### config.mk
export PLATFORM = sky130hd
export DESIGN_NAME = mux_n_1_rr
export DESIGN_NICKNAME = d
export VERILOG_FILES = /design/src/rtl/mux_n_1_rr.sv
export SDC_FILE = /design/constraint.sdc
export NUM_CORES = 1
export LEC_CHECK = 0
export ABC_AREA = 0
export BUFFER_PORTS_ARGS = -buffer_cell sky130_fd_sc_hd__buf_2
export CORE_MARGIN = 5
export CORE_UTILIZATION = 45
export CTS_BUF_LIST = sky130_fd_sc_hd__clkbuf_8
export CTS_CLUSTER_DIAMETER = 200
export DETAILED_ROUTE_END_ITERATION = 10
export PLACE_DENSITY_LB_ADDON = 0.05
export SYNTH_ARGS = -nofsm -noshare
export SYNTH_HDL_FRONTEND = slang
export SYNTH_SLANG_ARGS = --single-unit
### constraint.sdc
create_clock -name clk -period 5.7 [get_ports clk]
set_clock_uncertainty 0.2 [all_clocks]
set_input_delay 0.57 -clock clk [delete_from_list [all_inputs] [get_ports clk]]
set_output_delay 0.57 -clock clk [all_outputs]
set_load 0.005 [all_outputs]
### src/rtl/mux_n_1_rr.sv
// mux_n_1_rr: N:1 channel multiplexer with valid/ready handshakes on every
// channel and on the output, round-robin arbitration between requesters and
// a single registered output stage that behaves as a 1-deep pipeline.
//
// Optional feature: define MUX_LOCK_EN to add in_last/out_last and packet
// locking. Once a channel is granted a beat that is not its last, that
// channel keeps the output until its last beat is accepted. Without the
// macro every beat is arbitrated independently.
module mux_n_1_rr #(
    parameter  int N    = 4,
    parameter  int W    = 8,
    localparam int SELW = $clog2(N)
) (
    input  logic            clk,
    input  logic            rst,
    input  logic [N*W-1:0]  in_data,
    input  logic [N-1:0]    in_valid,
    output logic [N-1:0]    in_ready,
    output logic [W-1:0]    out_data,
    output logic            out_valid,
    input  logic            out_ready,
    output logic [SELW-1:0] out_sel
`ifdef MUX_LOCK_EN
    ,
    input  logic [N-1:0]    in_last,
    output logic            out_last
`endif
);

    // Output stage state.
    logic [W-1:0]    out_data_q;
    logic            out_valid_q;
    logic [SELW-1:0] out_sel_q;

    // Round-robin pointer: the first channel to consider on the next grant.
    logic [SELW-1:0] ptr_q;
    logic [SELW-1:0] ptr_d;

    // Arbitration results.
    logic            load;
    logic            found;
    logic [SELW-1:0] gnt;
    logic            accept;
    logic [N-1:0]    elig;
    logic [W-1:0]    gnt_data;

`ifdef MUX_LOCK_EN
    logic            lock_q;
    logic [SELW-1:0] locked_q;
    logic            out_last_q;
    logic            gnt_last;
`endif

    // Search elig starting at ptr and wrapping N-1 -> 0. Returns {found, index}.
    // The sum is kept one bit wider than the index so the wrap also works when
    // N is not a power of two.
    function automatic logic [SELW:0] rr_pick(input logic [N-1:0]    e,
                                              input logic [SELW-1:0] p);
        logic            hit;
        logic [SELW-1:0] idx;
        logic [SELW:0]   sum;
        logic [SELW-1:0] c;
        hit = 1'b0;
        idx = '0;
        for (int k = 0; k < N; k++) begin
            sum = {1'b0, p} + (SELW+1)'(k);
            if (sum >= (SELW+1)'(N)) begin
                sum = sum - (SELW+1)'(N);
            end
            c = sum[SELW-1:0];
            if (!hit && e[c]) begin
                hit = 1'b1;
                idx = c;
            end
        end
        return {hit, idx};
    endfunction

    // Pointer value following a grant to channel g (wraps to 0 after N-1).
    function automatic logic [SELW-1:0] rr_next(input logic [SELW-1:0] g);
        if (g == SELW'(N - 1)) begin
            return '0;
        end
        return g + SELW'(1);
    endfunction

    // The output register may take a new word when it is empty or being drained.
    assign load = ~out_valid_q | out_ready;

    // Eligible channels: all requesters, or only the locked channel mid-packet.
    always_comb begin
        elig = in_valid;
`ifdef MUX_LOCK_EN
        if (lock_q) begin
            for (int i = 0; i < N; i++) begin
                elig[i] = in_valid[i] & (locked_q == SELW'(i));
            end
        end
`endif
    end

    // Pick the granted channel and steer its data (and last flag) to the output stage.
    always_comb begin
        {found, gnt} = rr_pick(elig, ptr_q);
        gnt_data     = '0;
        for (int i = 0; i < N; i++) begin
            if (gnt == SELW'(i)) begin
                gnt_data = in_data[i*W +: W];
            end
        end
`ifdef MUX_LOCK_EN
        gnt_last = 1'b0;
        for (int i = 0; i < N; i++) begin
            if (gnt == SELW'(i)) begin
                gnt_last = in_last[i];
            end
        end
`endif
    end

    // One-hot ready to the granted channel only; held low during reset and stalls.
    always_comb begin
        in_ready = '0;
        for (int i = 0; i < N; i++) begin
            in_ready[i] = load & found & ~rst & (gnt == SELW'(i));
        end
    end

    assign accept = load & found;
    assign ptr_d  = rr_next(gnt);

    // Output register, round-robin pointer and packet lock update.
    always_ff @(posedge clk) begin
        if (rst) begin
            out_valid_q <= 1'b0;
            out_data_q  <= '0;
            out_sel_q   <= '0;
            ptr_q       <= '0;
`ifdef MUX_LOCK_EN
            lock_q      <= 1'b0;
            locked_q    <= '0;
            out_last_q  <= 1'b0;
`endif
        end else if (load) begin
            if (accept) begin
                out_valid_q <= 1'b1;
                out_data_q  <= gnt_data;
                out_sel_q   <= gnt;
                ptr_q       <= ptr_d;
`ifdef MUX_LOCK_EN
                out_last_q  <= gnt_last;
                // While locked the grant can only be locked_q, so this both
                // opens a new packet and keeps an open one; the last beat releases it.
                if (!gnt_last) begin
                    lock_q   <= 1'b1;
                    locked_q <= gnt;
                end else begin
                    lock_q   <= 1'b0;
                end
`endif
            end else begin
                out_valid_q <= 1'b0;
            end
        end
    end

    assign out_data  = out_data_q;
    assign out_valid = out_valid_q;
    assign out_sel   = out_sel_q;
`ifdef MUX_LOCK_EN
    assign out_last  = out_last_q;
`endif

endmodule
==> results of run 1 <==
-- registers in the layout (all words and copies together), names as in the netlist --
register and cells:
ptr_q 2, out_data 8, out_sel 2, out_valid 1
-- cell type report --
type                            instances  area (um^2)
Sequential cell                        13          260
Multi-Input combinational cell         84          578
Clock buffer                            3         41.3
Clock inverter                          1         3.75
Inverter                               10         37.5
Fill cell                             189          762
Timing Repair Buffer                   53          265
Tap cell                               27         33.8
-- routing by layer --
layer	global-route usage, %	wire (um)	vias to the layer above
met5	0	0	-
met4	10.4	93	0
met3	4.18	172	10
met2	31.8	1410	34
met1	19.2	1040	461
li1	-	-	522
-- cell families after synthesis --
group / synth area share, %
and+or+nand+nor: 30.7
buffers and inverters: 11.0
adders and majority gates: 5.31
DFF: 27.6
AOI/OAI and AO/OA: 25.4
-- critical path, cell delays in order --
cell	delay (ns)
buf_2	0.13
nand2b_1	0.12
a21oi_1	0.05
o32ai_1	0.56
inv_1	0.14
ha_1	0.41
and2_1	0.22
buf_2	0.12
-- through the flow --
step | cell area (um^2) | hold WS [ns] | worst slack (ns) | utilization (%)
after CTS | 1220 | 0.295 | 2.58 | 61.6
after global routing | 1220 | 0.305 | 2.38 | 61.6
after floorplan | 942 | 0.272 | 3.01 | -
after global placement | 1170 | 0.275 | 2.74 | 59.3
final | 1220 | 0.295 | 2.60 | 61.6
after detailed placement | 1170 | 0.282 | 2.58 | 59.3
-- layout by cell type (no fill, tap or decap), drive strengths merged, types with 2 or more instances in the layout --
cell type / instances
nor2: 10
a221oi: 8
nor3: 10
a211oi: 8
o21ai: 2
nor2b: 4
nand2: 2
buf: 53
nand2b: 3
dfxtp: 13
a21oi: 12
nand3b: 10
ha: 4
clkbuf: 3
and2: 4
inv: 11
-- power by group through the flow --
stage,combinational (mW),clock [mW],sequential [mW]
2_1_floorplan,0.112,0,0.119
3_3_place_gp,0.158,0,0.118
3_5_place_dp,0.162,0,0.119
4_1_cts,0.162,0.0842,0.117
5_1_grt,0.184,0.0870,0.119
6_report,0.161,0.0812,0.117
-- worst max path at each step --
stage / slack [ns] / cells after the start / end
4_1_cts: 2.58 / 8 / in_ready[3]
3_3_place_gp: 2.74 / 8 / in_ready[3]
3_5_place_dp: 2.58 / 8 / in_ready[3]
6_report: 2.60 / 8 / in_ready[3]
5_1_grt: 2.38 / 8 / in_ready[3]
2_1_floorplan: 3.01 / 8 / in_ready[2]
==> run_results.csv, run 1 <==
group,metric,value,unit
logic_synthesis,yosysTopAreaCell,"dfxtp_1",
pwr,power,0.359,mW
logic_synthesis,yosysWarnings,0,
pwr,seq_power_share,32.5,%
timing,tightest_slew,0.603,ns
cells_and_area,synthToLayoutAreaGrowth,29.5,%
pwr,p_leak,0.588,nW
worst_setup_path,worst_setup_path_end_kind,"output pin",
clock_tree,clkTransAtPathRegs,0.06,ns
timing,rsz0062_at_grt,"false",
place,routabilityCongestion,0.807,
cells_and_area,diodes,0,
cells_and_area,finalNonFillerCells,191,
clock_tree,cts_setup_buffers,0,
floorplan,rows,16,
logic_synthesis,synth_cells,117,
worst_setup_path,start_kind,"input port",
drt,drtIter0Drc,15,
drt,ant_nets,0,
run_status,status,"completed",
place,dp_hpwl,2170,um
timing,timing.final.crit_period,3.10,ns
logic_synthesis,synth_area,942,um^2
drt,drt-wirelength-per-cell,14.2,um
drt,dr.pass1.iters,3,
clock_tree,ctsResizeCount,0,
worst_setup_path,rr_startpoint,"ptr_q[1]",
logic_synthesis,synth-async-reset-ratio,0,%
timing,slew_headroom,59.7,%
worst_setup_path,timing.rr.end,"out_data[1]",
logic_synthesis,synth_nets,160,
floorplan,start_util,47.5,%
job,drv_cap,0,
worst_setup_path,crit_required,4.93,ns
logic_synthesis,yosys.cell_types.count,29,
pwr,swShare,36.3,%
worst_setup_path,ff2ff_setup_slack,3.02,ns
logic_synthesis,syn_avg_cell_area,8.05,um^2
drt,post-route-drc-count,0,
worst_setup_path,worst-setup-path-type,"input port to output pin",
worst_setup_path,cp_max_fo,17,
clock_tree,cts_buffer_depth,2,
cells_and_area,nNetsFinal,208,
place,io_buffers,53,
grt,overflow,0,
drt,vias,1027,
hold_path,holdPathStages,2,
logic_synthesis,synth_edf_count,0,
timing,drv_slew,0,
clock_tree,hold_buffers,0,
clock_tree,clock_latency,0.24,ns
pwr,ir_worst_vdd,0.181,mV
hold_path,holdCritPathClass,"flip-flop to flip-flop",
clock_tree,h-tree-depth,1,
grt,grt_pass1_wl,4520,um
clock_tree,cts_tree,"done",
grt,grt_use_total,17.9,%
logic_synthesis,yosys-top-cells-area,"dfxtp_1, nand3b_1, a221oi_1",
grt,grt_pass1_vias,1035,
timing,hold_violations,0,
clock_tree,numCtsBuffers,3,
floorplan,die_area,0.00311,mm^2
logic_synthesis,synth.most_common_cell,"dfxtp_1",
pwr,comb_power_share,44.8,%
drt,vias_per_cell,5.38,
worst_setup_path,r2r.worst_path.cells,7,
floorplan,core,0.00198,mm^2
pwr,p_int,0.229,mW
pwr,p_per_area,294,mW/mm^2
clock_tree,cts.sinks,13,
grt,antenna_found_initial,0,
floorplan,ios,54,
timing,setup_tns,0,ns
logic_synthesis,synth_seq_cells,13,
floorplan,fp.dieW,55.8,um
logic_synthesis,ys.flop_type,"dfxtp_1",
worst_setup_path,worstSetupStartpoint,"in_valid[1]",
timing,post-route-period-util,54.4,%
hold_path,hp-start,"out_data[0]",
place,dp.cells,187,
clock_tree,cts-root-buf,"clkbuf_8",
logic_synthesis,seq_area_frac_synth,27.6,%
cells_and_area,drive_gt1_share,37.2,%
pwr,clockPowerShare,22.6,%
timing,fmax,322,MHz
logic_synthesis,synth_commonest_cells,"dfxtp_1, a21oi_1, inv_1, nand3b_1, nor2_1",
drt,routed_wl,2720,um
grt,grt_max_degree,18,
hold_path,min_to,"out_data[0]",
pwr,switching_power,0.130,mW
worst_setup_path,cp.arrival,2.33,ns
logic_synthesis,synth_top_area_share,27.6,%
timing,setup_viol,0,
floorplan,die_h,55.8,um
Power figures use the tool's default switching activity.
==> run 2, diff against run 1 <==
Clock period 5.7 ns to 2.9 ns, I/O delays scaled along.
==> run 2 against run 1 <==
Non-clock buffer count is 1 higher. Design area is 0.62% higher. Highest routed layer unchanged. Sequential power is 95% higher.
==> run_results.csv, run 2 (synthesis gave the netlist of run 1 again) <==
group,metric,value,unit
hold_path,holdPathStages,3,
timing,setup_viol,0,
drt,drt-wirelength-per-cell,13.7,um
worst_setup_path,worst_setup_path_end_kind,"output pin",
drt,dr.pass1.iters,4,
clock_tree,cts.sinks,13,
floorplan,die_area,0.00311,mm^2
floorplan,rows,16,
worst_setup_path,timing.rr.end,"out_data[6]",
floorplan,fp.dieW,55.8,um
timing,timing.final.crit_period,2.65,ns
worst_setup_path,cp.arrival,2.16,ns
grt,antenna_found_initial,0,
timing,post-route-period-util,91.4,%
timing,tightest_slew,0.587,ns
cells_and_area,largest_register_ffs,8,
cells_and_area,finalNonFillerCells,192,
floorplan,ios,54,
worst_setup_path,start_kind,"flip-flop",
timing,hold_violations,0,
drt,vias,1021,
hold_path,min_to,"out_valid",
cells_and_area,final_common_cell,"buf_2",
clock_tree,cts_setup_buffers,0,
drt,ant_nets,0,
pwr,p_leak,0.593,nW
place,dp.cells,188,
place,io_buffers,53,
place,dp_hpwl,2000,um
clock_tree,ctsResizeCount,0,
worst_setup_path,worst-setup-path-type,"flip-flop to output pin",
drt,post-route-drc-count,0,
hold_path,hp-start,"out_ready",
drt,drtIter0Drc,11,
timing,worst_slack,0.250,ns
job,drv_cap,0,
worst_setup_path,worstSetupStartpoint,"ptr_q[1]",
pwr,ir_worst_vdd,0.448,mV
clock_tree,cts_tree,"done",
cells_and_area,synthToLayoutAreaGrowth,30.3,%
grt,grt_pass1_vias,970,
drt,routed_wl,2620,um
grt,grt_pass1_wl,4280,um
place,place_ws,0.159,ns
worst_setup_path,slowest_delay,0.53,ns
clock_tree,clock_latency,0.25,ns
drt,vias_per_cell,5.32,
cells_and_area,drive_gt1_share,37.6,%
grt,grt_max_degree,18,
worst_setup_path,path_cells,"a21oi_1, o32ai_1, inv_1, ha_1, and2_1, buf_2",
clock_tree,hold_buffers,0,
floorplan,core,0.00198,mm^2
worst_setup_path,slowest_stage,"o32ai_1",
cells_and_area,final_cell_mix,"buf_2, dfxtp_1, a21oi_1",
timing,fmax,377,MHz
floorplan,start_util,47.5,%
clock_tree,numCtsBuffers,3,
grt,overflow,0,
hold_path,holdCritPathClass,"input port to flip-flop",
worst_setup_path,cp_max_fo,17,
clock_tree,cts_buffer_depth,2,
floorplan,die_h,55.8,um
place,routabilityCongestion,0.780,
worst_setup_path,crit_required,2.41,ns
worst_setup_path,r2r.worst_path.cells,7,
timing,setup_tns,0,ns
clock_tree,clkTransAtPathRegs,0.05,ns
cells_and_area,nNetsFinal,209,
timing,slew_headroom,60.9,%
cells_and_area,diodes,0,
clock_tree,h-tree-depth,1,
pwr,p_per_area,573,mW/mm^2
worst_setup_path,ff2ff_setup_slack,0.31,ns
clock_tree,cts-root-buf,"clkbuf_8",
worst_setup_path,rr_startpoint,"ptr_q[1]",
grt,grt_use_total,17.3,%
timing,drv_slew,0,
run_status,status,"completed",
timing,rsz0062_at_grt,"false",
## run 2: cell types whose count changed in the layout (fill, tap and decap cells not counted)
cell,previous run,this run
buf_4,0,1
## run 2: final cells by class
cell class                      count  area [um^2]
Sequential cell                    13          260
Clock inverter                      1         3.75
Clock buffer                        3         41.3
Fill cell                         189          754
Tap cell                           27         33.8
Multi-Input combinational cell     84          578
Inverter                           10         37.5
Timing Repair Buffer               54          273
## run 2: routing by layer
metal	track usage (%)	vias to the layer above	share of wire [%]
li1	-	519	-
met1	18.9	466	42
met2	30.9	31	51
met3	5.57	5	6.2
met4	6.25	0	1.2
met5	0	-	0
## run 2: worst max-delay path by stage
stage	to	slack [ns]	cells after the start
6_report	in_ready[3]	0.25	6
4_1_cts	in_ready[3]	0.22	6
2_1_floorplan	out_data[0]	0.64	10
3_5_place_dp	out_data[6]	0.16	9
3_3_place_gp	out_data[6]	0.32	9
5_1_grt	out_data[6]	0.04	7
## run 2: stage by stage
stage	power [mW]	instance area [um^2]	hold slack, ns	utilization, %
5_1_grt	0.764	1230	0.185	61.9
4_1_cts	0.713	1230	0.155	61.9
3_3_place_gp	0.541	1180	0.270	59.7
2_1_floorplan	0.454	942	0.191	-
3_5_place_dp	0.546	1180	0.276	59.7
6_report	0.703	1230	0.159	61.9
## run 2: where the power goes
part	leakage (nW)	total, mW	switching, mW	internal (mW)
combinational	0.458	0.312	0.166	0.146
clock	0.0269	0.162	0.0686	0.0937
sequential	0.108	0.228	0.0171	0.211
## run 2: worst max-delay path, delay by kind of cell, from the launching register on
kind	cells	cell delay [ns]
buffers and inverters	2	0.26
AND/OR/NAND/NOR	1	0.23
adder cells (fa/ha/maj)	1	0.42
flip-flops	1	0.39
AO/OA/AOI/OAI	2	0.62
